==> config.mk <==
export PLATFORM = sky130hd
export DESIGN_NAME = lsu
export DESIGN_NICKNAME = d
export VERILOG_FILES = /design/src/rtl/lsu.sv
export SDC_FILE = /design/constraint.sdc
export NUM_CORES = 1
export LEC_CHECK = 0
export CORE_UTILIZATION = 47
export DETAILED_ROUTE_END_ITERATION = 16
export GPL_ROUTABILITY_DRIVEN = 0
export GPL_TIMING_DRIVEN = 0
export MAX_ROUTING_LAYER = met4
export PLACE_DENSITY = 0.86
export SYNTH_ARGS = -nofsm -noshare
export SYNTH_HDL_FRONTEND = slang
export SYNTH_SLANG_ARGS = --single-unit
==> constraint.sdc <==
create_clock -name clk -period 3 [get_ports clk]
set_input_delay 0.6 -clock clk [delete_from_list [all_inputs] [get_ports clk]]
set_output_delay 0.6 -clock clk [all_outputs]
set_load 0.05 [all_outputs]
==> src/rtl/lsu.sv <==
// Load/store unit: request/acknowledge word bus with byte enables, extended load return.
// Latency: 2 cycles best case (accept -> BUS -> RESP); error without bus access responds 1 cycle after accept.
// Backpressure: stall holds the PC while a request is pending or on the bus; bus waits for mem_ack up to TIMEOUT_CYCLES.
// Optional feature macro: LSU_MISALIGN_TRAP_EN (trap misaligned half/word accesses instead of aligning them).
module lsu #(
    parameter int TIMEOUT_CYCLES = 16
) (
    input  logic        clk,
    input  logic        n_rst,
    input  logic        req_valid,
    input  logic        req_we,
    input  logic [2:0]  req_funct3,
    input  logic [31:0] req_addr,
    input  logic [31:0] req_wdata,
    output logic        stall,
    output logic        rsp_valid,
    output logic [31:0] rsp_rdata,
    output logic        err,
    output logic        mem_req,
    output logic        mem_we,
    output logic [31:0] mem_addr,
    output logic [31:0] mem_wdata,
    output logic [3:0]  mem_be,
    input  logic        mem_ack,
    input  logic [31:0] mem_rdata
);

    typedef enum logic [1:0] {IDLE, BUS, RESP} state_t;

    // Counter value seen on the last BUS cycle before the access is abandoned.
    localparam logic [7:0] TO_LAST = 8'(TIMEOUT_CYCLES - 1);

    state_t      state, state_nxt;
    logic [7:0]  cnt;
    logic [2:0]  f3_q;
    logic [1:0]  off_q;
    logic        err_q;

    logic [1:0]  size;
    logic        illegal;
    logic        bad;
    logic [3:0]  be_d;
    logic [31:0] wdata_d;
    logic [7:0]  ld_byte;
    logic [15:0] ld_half;
    logic [31:0] ld_data;

    assign size = req_funct3[1:0];

    // Decode the incoming request: legality, byte enables and lane-replicated store data.
    always_comb begin
        if (req_we)
            illegal = req_funct3[2] | (size == 2'b11);
        else
            illegal = (size == 2'b11) | (req_funct3[2] & req_funct3[1]);
`ifdef LSU_MISALIGN_TRAP_EN
        bad = illegal
            | ((size == 2'b01) & req_addr[0])
            | ((size == 2'b10) & (req_addr[1:0] != 2'b00));
`else
        bad = illegal;
`endif
        case (size)
            2'b00: begin
                be_d    = 4'b0001 << req_addr[1:0];
                wdata_d = {4{req_wdata[7:0]}};
            end
            2'b01: begin
                be_d    = req_addr[1] ? 4'b1100 : 4'b0011;
                wdata_d = {2{req_wdata[15:0]}};
            end
            default: begin
                be_d    = 4'b1111;
                wdata_d = req_wdata;
            end
        endcase
    end

    // Pick the addressed lane(s) out of the bus word and extend per the latched funct3.
    always_comb begin
        case (off_q)
            2'd0:    ld_byte = mem_rdata[7:0];
            2'd1:    ld_byte = mem_rdata[15:8];
            2'd2:    ld_byte = mem_rdata[23:16];
            default: ld_byte = mem_rdata[31:24];
        endcase
        ld_half = off_q[1] ? mem_rdata[31:16] : mem_rdata[15:0];
        case (f3_q)
            3'b000:  ld_data = {{24{ld_byte[7]}}, ld_byte};
            3'b100:  ld_data = {24'd0, ld_byte};
            3'b001:  ld_data = {{16{ld_half[15]}}, ld_half};
            3'b101:  ld_data = {16'd0, ld_half};
            default: ld_data = mem_rdata;
        endcase
    end

    // State register.
    always_ff @(posedge clk or negedge n_rst) begin
        if (!n_rst) state <= IDLE;
        else        state <= state_nxt;
    end

    // Next-state logic; an ack on the final counted cycle beats the timeout.
    always_comb begin
        state_nxt = state;
        case (state)
            IDLE: if (req_valid) state_nxt = bad ? RESP : BUS;
            BUS:  if (mem_ack || (cnt == TO_LAST)) state_nxt = RESP;
            RESP: state_nxt = IDLE;
            default: state_nxt = IDLE;
        endcase
    end

    // Request latch, bus registers, cycle counter and response data.
    always_ff @(posedge clk or negedge n_rst) begin
        if (!n_rst) begin
            cnt       <= 8'd0;
            f3_q      <= 3'd0;
            off_q     <= 2'd0;
            err_q     <= 1'b0;
            rsp_rdata <= 32'd0;
            mem_we    <= 1'b0;
            mem_addr  <= 32'd0;
            mem_wdata <= 32'd0;
            mem_be    <= 4'd0;
        end else begin
            case (state)
                IDLE: if (req_valid) begin
                    cnt       <= 8'd0;
                    f3_q      <= req_funct3;
                    off_q     <= req_addr[1:0];
                    err_q     <= bad;
                    rsp_rdata <= 32'd0;
                    if (!bad) begin
                        mem_we    <= req_we;
                        mem_addr  <= {req_addr[31:2], 2'b00};
                        mem_wdata <= wdata_d;
                        mem_be    <= be_d;
                    end
                end
                BUS: begin
                    cnt <= cnt + 8'd1;
                    if (mem_ack)
                        rsp_rdata <= mem_we ? 32'd0 : ld_data;
                    else if (cnt == TO_LAST)
                        err_q <= 1'b1;
                end
                default: ;
            endcase
        end
    end

    // Handshake outputs are decoded from state so reset removes them at once.
    always_comb begin
        mem_req   = (state == BUS);
        rsp_valid = (state == RESP);
        err       = (state == RESP) & err_q;
        stall     = n_rst & (((state == IDLE) & req_valid) | (state == BUS));
    end

endmodule

==> results.yml <==
power:
  ir_drop_v: 0.0008709
  power_density_mw_per_mm2: 1008
  power_mw: 8.050
  p_leak_nw: 3.516
placement:
  dp.cells: 786
  place_ws_ps: 41.21
  hpwl_microns: 11250
  portBuffers: 205
  placedInstanceArea_sq_mm: 0.007423
logic_synthesis:
  synth_edf_count: 0
  avgSynthCellArea_sq_um: 11.68
  synth_seq_cells: 115
  synth_top_family_by_area: "multiplexers"
  synthSimpleGateAreaFrac_pct: 9.313
  synth_cells: 443
  async_reset_ff_share_pct: 100.0
  syn-cell-area_sq_mm: 0.005172
  synth.yosys.seq_area_share_pct: 55.64
  ys.flop_type: "dfrtp_1"
  synthXorXnorAreaFrac_pct: 0
  synthAdderAreaFrac_pct: 0.2419
  muxShareOfSynthArea_pct: 17.20
  synth.distinct_cells: 50
  synth_compound_area_share_pct: 13.91
  ys.warnings.count: 0
global_route:
  grt_max_degree: 64
  grt_pass1_wl_microns: 23870
  grt_pass1_vias: 4824
  grt_usage_pct: 28.06
  antenna_found_initial: 0
  grt_overflow: 0
worst_setup_path:
  path_max_fanout: 63
  path_cells: "buf_4 > inv_1 > nor2_1 > clkdlybuf4s50_1"
  worstPathArrival_ps: 2260
  cp_top_family: "buffers and inverters"
  crit_buf_inv: 3
  cp_slowest_cell: "clkdlybuf4s50_1"
  cp-end-kind: "primary output"
  crit_type: "in -> out"
  cp_data_required_time_ps: 2400
  start_kind: "primary input"
  slowest_delay_ps: 810
final_layout:
  layout_commonest_cell: "clkdlybuf4s50_1"
  drive_above_1_share_pct: 15.69
  final_nets: 774
  mostFrequentLayoutCells: "clkdlybuf4s50_1 (203), dfrtp_1 (115), nand2_1 (54)"
  finalInstanceArea_sq_mm: 0.007989
  stdcell_count: 818
  num_antenna_cells: 0
  utilization_pct: 76.02
  area_growth_pct: 54.45
  num-fill-cells: 704
sta:
  worstMarginPinSlew_ps: 802.6
  setup_viol_count_final: 0
  rsz0062_at_grt: "false"
  final_hold_viol_count: 0
  final.setup.worst_slack_ps: 139.9
  relSlewSlack_pct: 46.49
  setup_tns_ps: 0
  slew_viol_final: 0
  period_needed_ps: 2860
  finalCritPeriodShare_pct: 95.34
  clock_skew_ps: 14.28
  fmax_mhz: 349.6
  hold_slack_ps: 185.1
floorplanning:
  design.die.area_sq_mm: 0.01143
  initial_core_util_pct: 49.22
  placeableCoreArea_sq_mm: 0.01051
  die_w_microns: 106.9
  die_h_microns: 106.9
  fp-row-count: 37
  ios: 209
clock_network:
  hold_buffers: 0
  path_clk_slew_ps: 60
  cts_buffers: 17
  cts-root-buf: "clkbuf_8"
  cts_buffer_depth: 2
  cts_tree: "yes"
  htree_levels: 4
  clock_sinks: 115
  clock_latency_ps: 510
routing:
  wl_per_cell_microns: 18.75
  vias: 4589
  routed_wl_microns: 15330
  ant_nets: 0
  dr.pass1.iters: 7
  vias_per_cell: 5.610
  drc: 0
  drtIter0Drc: 217
flow_run:
  maxCapViolations: 0
status:
  status: "complete, no violations"
min_path:
  hold_class: "in -> async"
==> power breakdown <==
part | switching (mW) | internal [mW] | leakage [nW]
logic | 2.43 | 1.35 | 1.79
clock network | 0.724 | 1.18 | 0.269
registers | 0.316 | 2.05 | 1.46
total | 3.47 | 4.58 | 3.52
==> final timing paths <==
path / startpoint / end / slack (ps) / depth (start not counted)
min reg2reg: mem_be[0]$_DFFE_PN0P_ / mem_be[0]$_DFFE_PN0P_ / 480 / 2
max: n_rst / stall / 140 / 4
max in group asynchronous: n_rst / mem_wdata[31]$_DFFE_PN0P_ / 2080 / 2
min in group clk: mem_be[0]$_DFFE_PN0P_ / mem_be[0]$_DFFE_PN0P_ / 480 / 2
min: n_rst / cnt[1]$_DFFE_PN0P_ / 190 / 1
max reg2reg: state[0]$_DFFE_PN0P_ / mem_wdata[14]$_DFFE_PN0P_ / 1020 / 6
==> routing by layer <==
layer	up-vias	part of all wire, %	track usage [%]
met5	-	0	-
met2	240	51	47.42
met4	0	1.8	9.491
met1	2246	38	32.28
li1	2073	-	-
met3	30	8.8	7.720
==> what timing repair did <==
action / 4_1_cts / 5_1_grt
setup endpoints to repair: 0 / 2
setup buffers: 0 / 0
hold endpoints to repair: 0 / 0
resized for setup: 0 / 2
==> area by class of cell <==
type | instances | area, sq um | area share [%]
Tap cell | 136 | 170.2 | 2.130
Clock inverter | 12 | 133.9 | 1.676
Clock buffer | 20 | 425.4 | 5.325
Multi-Input combinational cell | 295 | 2115 | 26.47
Timing Repair Buffer | 206 | 2079 | 26.03
Inverter | 6 | 22.52 | 0.2819
Sequential cell | 115 | 2878 | 36.02
Buffer | 28 | 165.2 | 2.067
==> worst reg2reg max path: stages, from the launching register on <==
cell      delay, ps
dfrtp_1         470
nor3b_4         370
nand3_2         230
buf_2           270
clkbuf_1        280
nand2_1         160
o21ai_0          90
==> kinds of logic (layout without fill, tap and decap cells) <==
kind of cell             Yosys count  count (layout)
flip-flops                       115             115
AO/OA/AOI/OAI                    108             108
AND/OR/NAND/NOR                  102             102
multiplexers                      82              82
buffers and inverters             34             272
adder cells (fa/ha/maj)            1               1
other                              1               2
==> cell usage after synthesis (7+ instances only) <==
cell type / n / area (sq um)
nand2_1: 54 / 202.7
mux2i_1: 36 / 360.4
a21oi_1: 14 / 70.07
a222oi_1: 7 / 70.07
clkbuf_1: 8 / 30.03
a221o_1: 16 / 160.2
nor2_1: 19 / 71.32
dfrtp_1: 115 / 2878
o21ai_0: 48 / 240.2
buf_2: 12 / 60.06
mux2_2: 43 / 484.2
a32oi_1: 7 / 61.31
==> flip-flops by register name, indices dropped and copies added (netlist names) <==
register / flops
mem_wdata: 32
rsp_rdata: 32
mem_addr: 30
cnt: 8
mem_be: 4
f3_q: 3
off_q: 2
state: 2
err_q: 1
mem_we: 1
No activity file was read; power rests on OpenSTA's default activity.
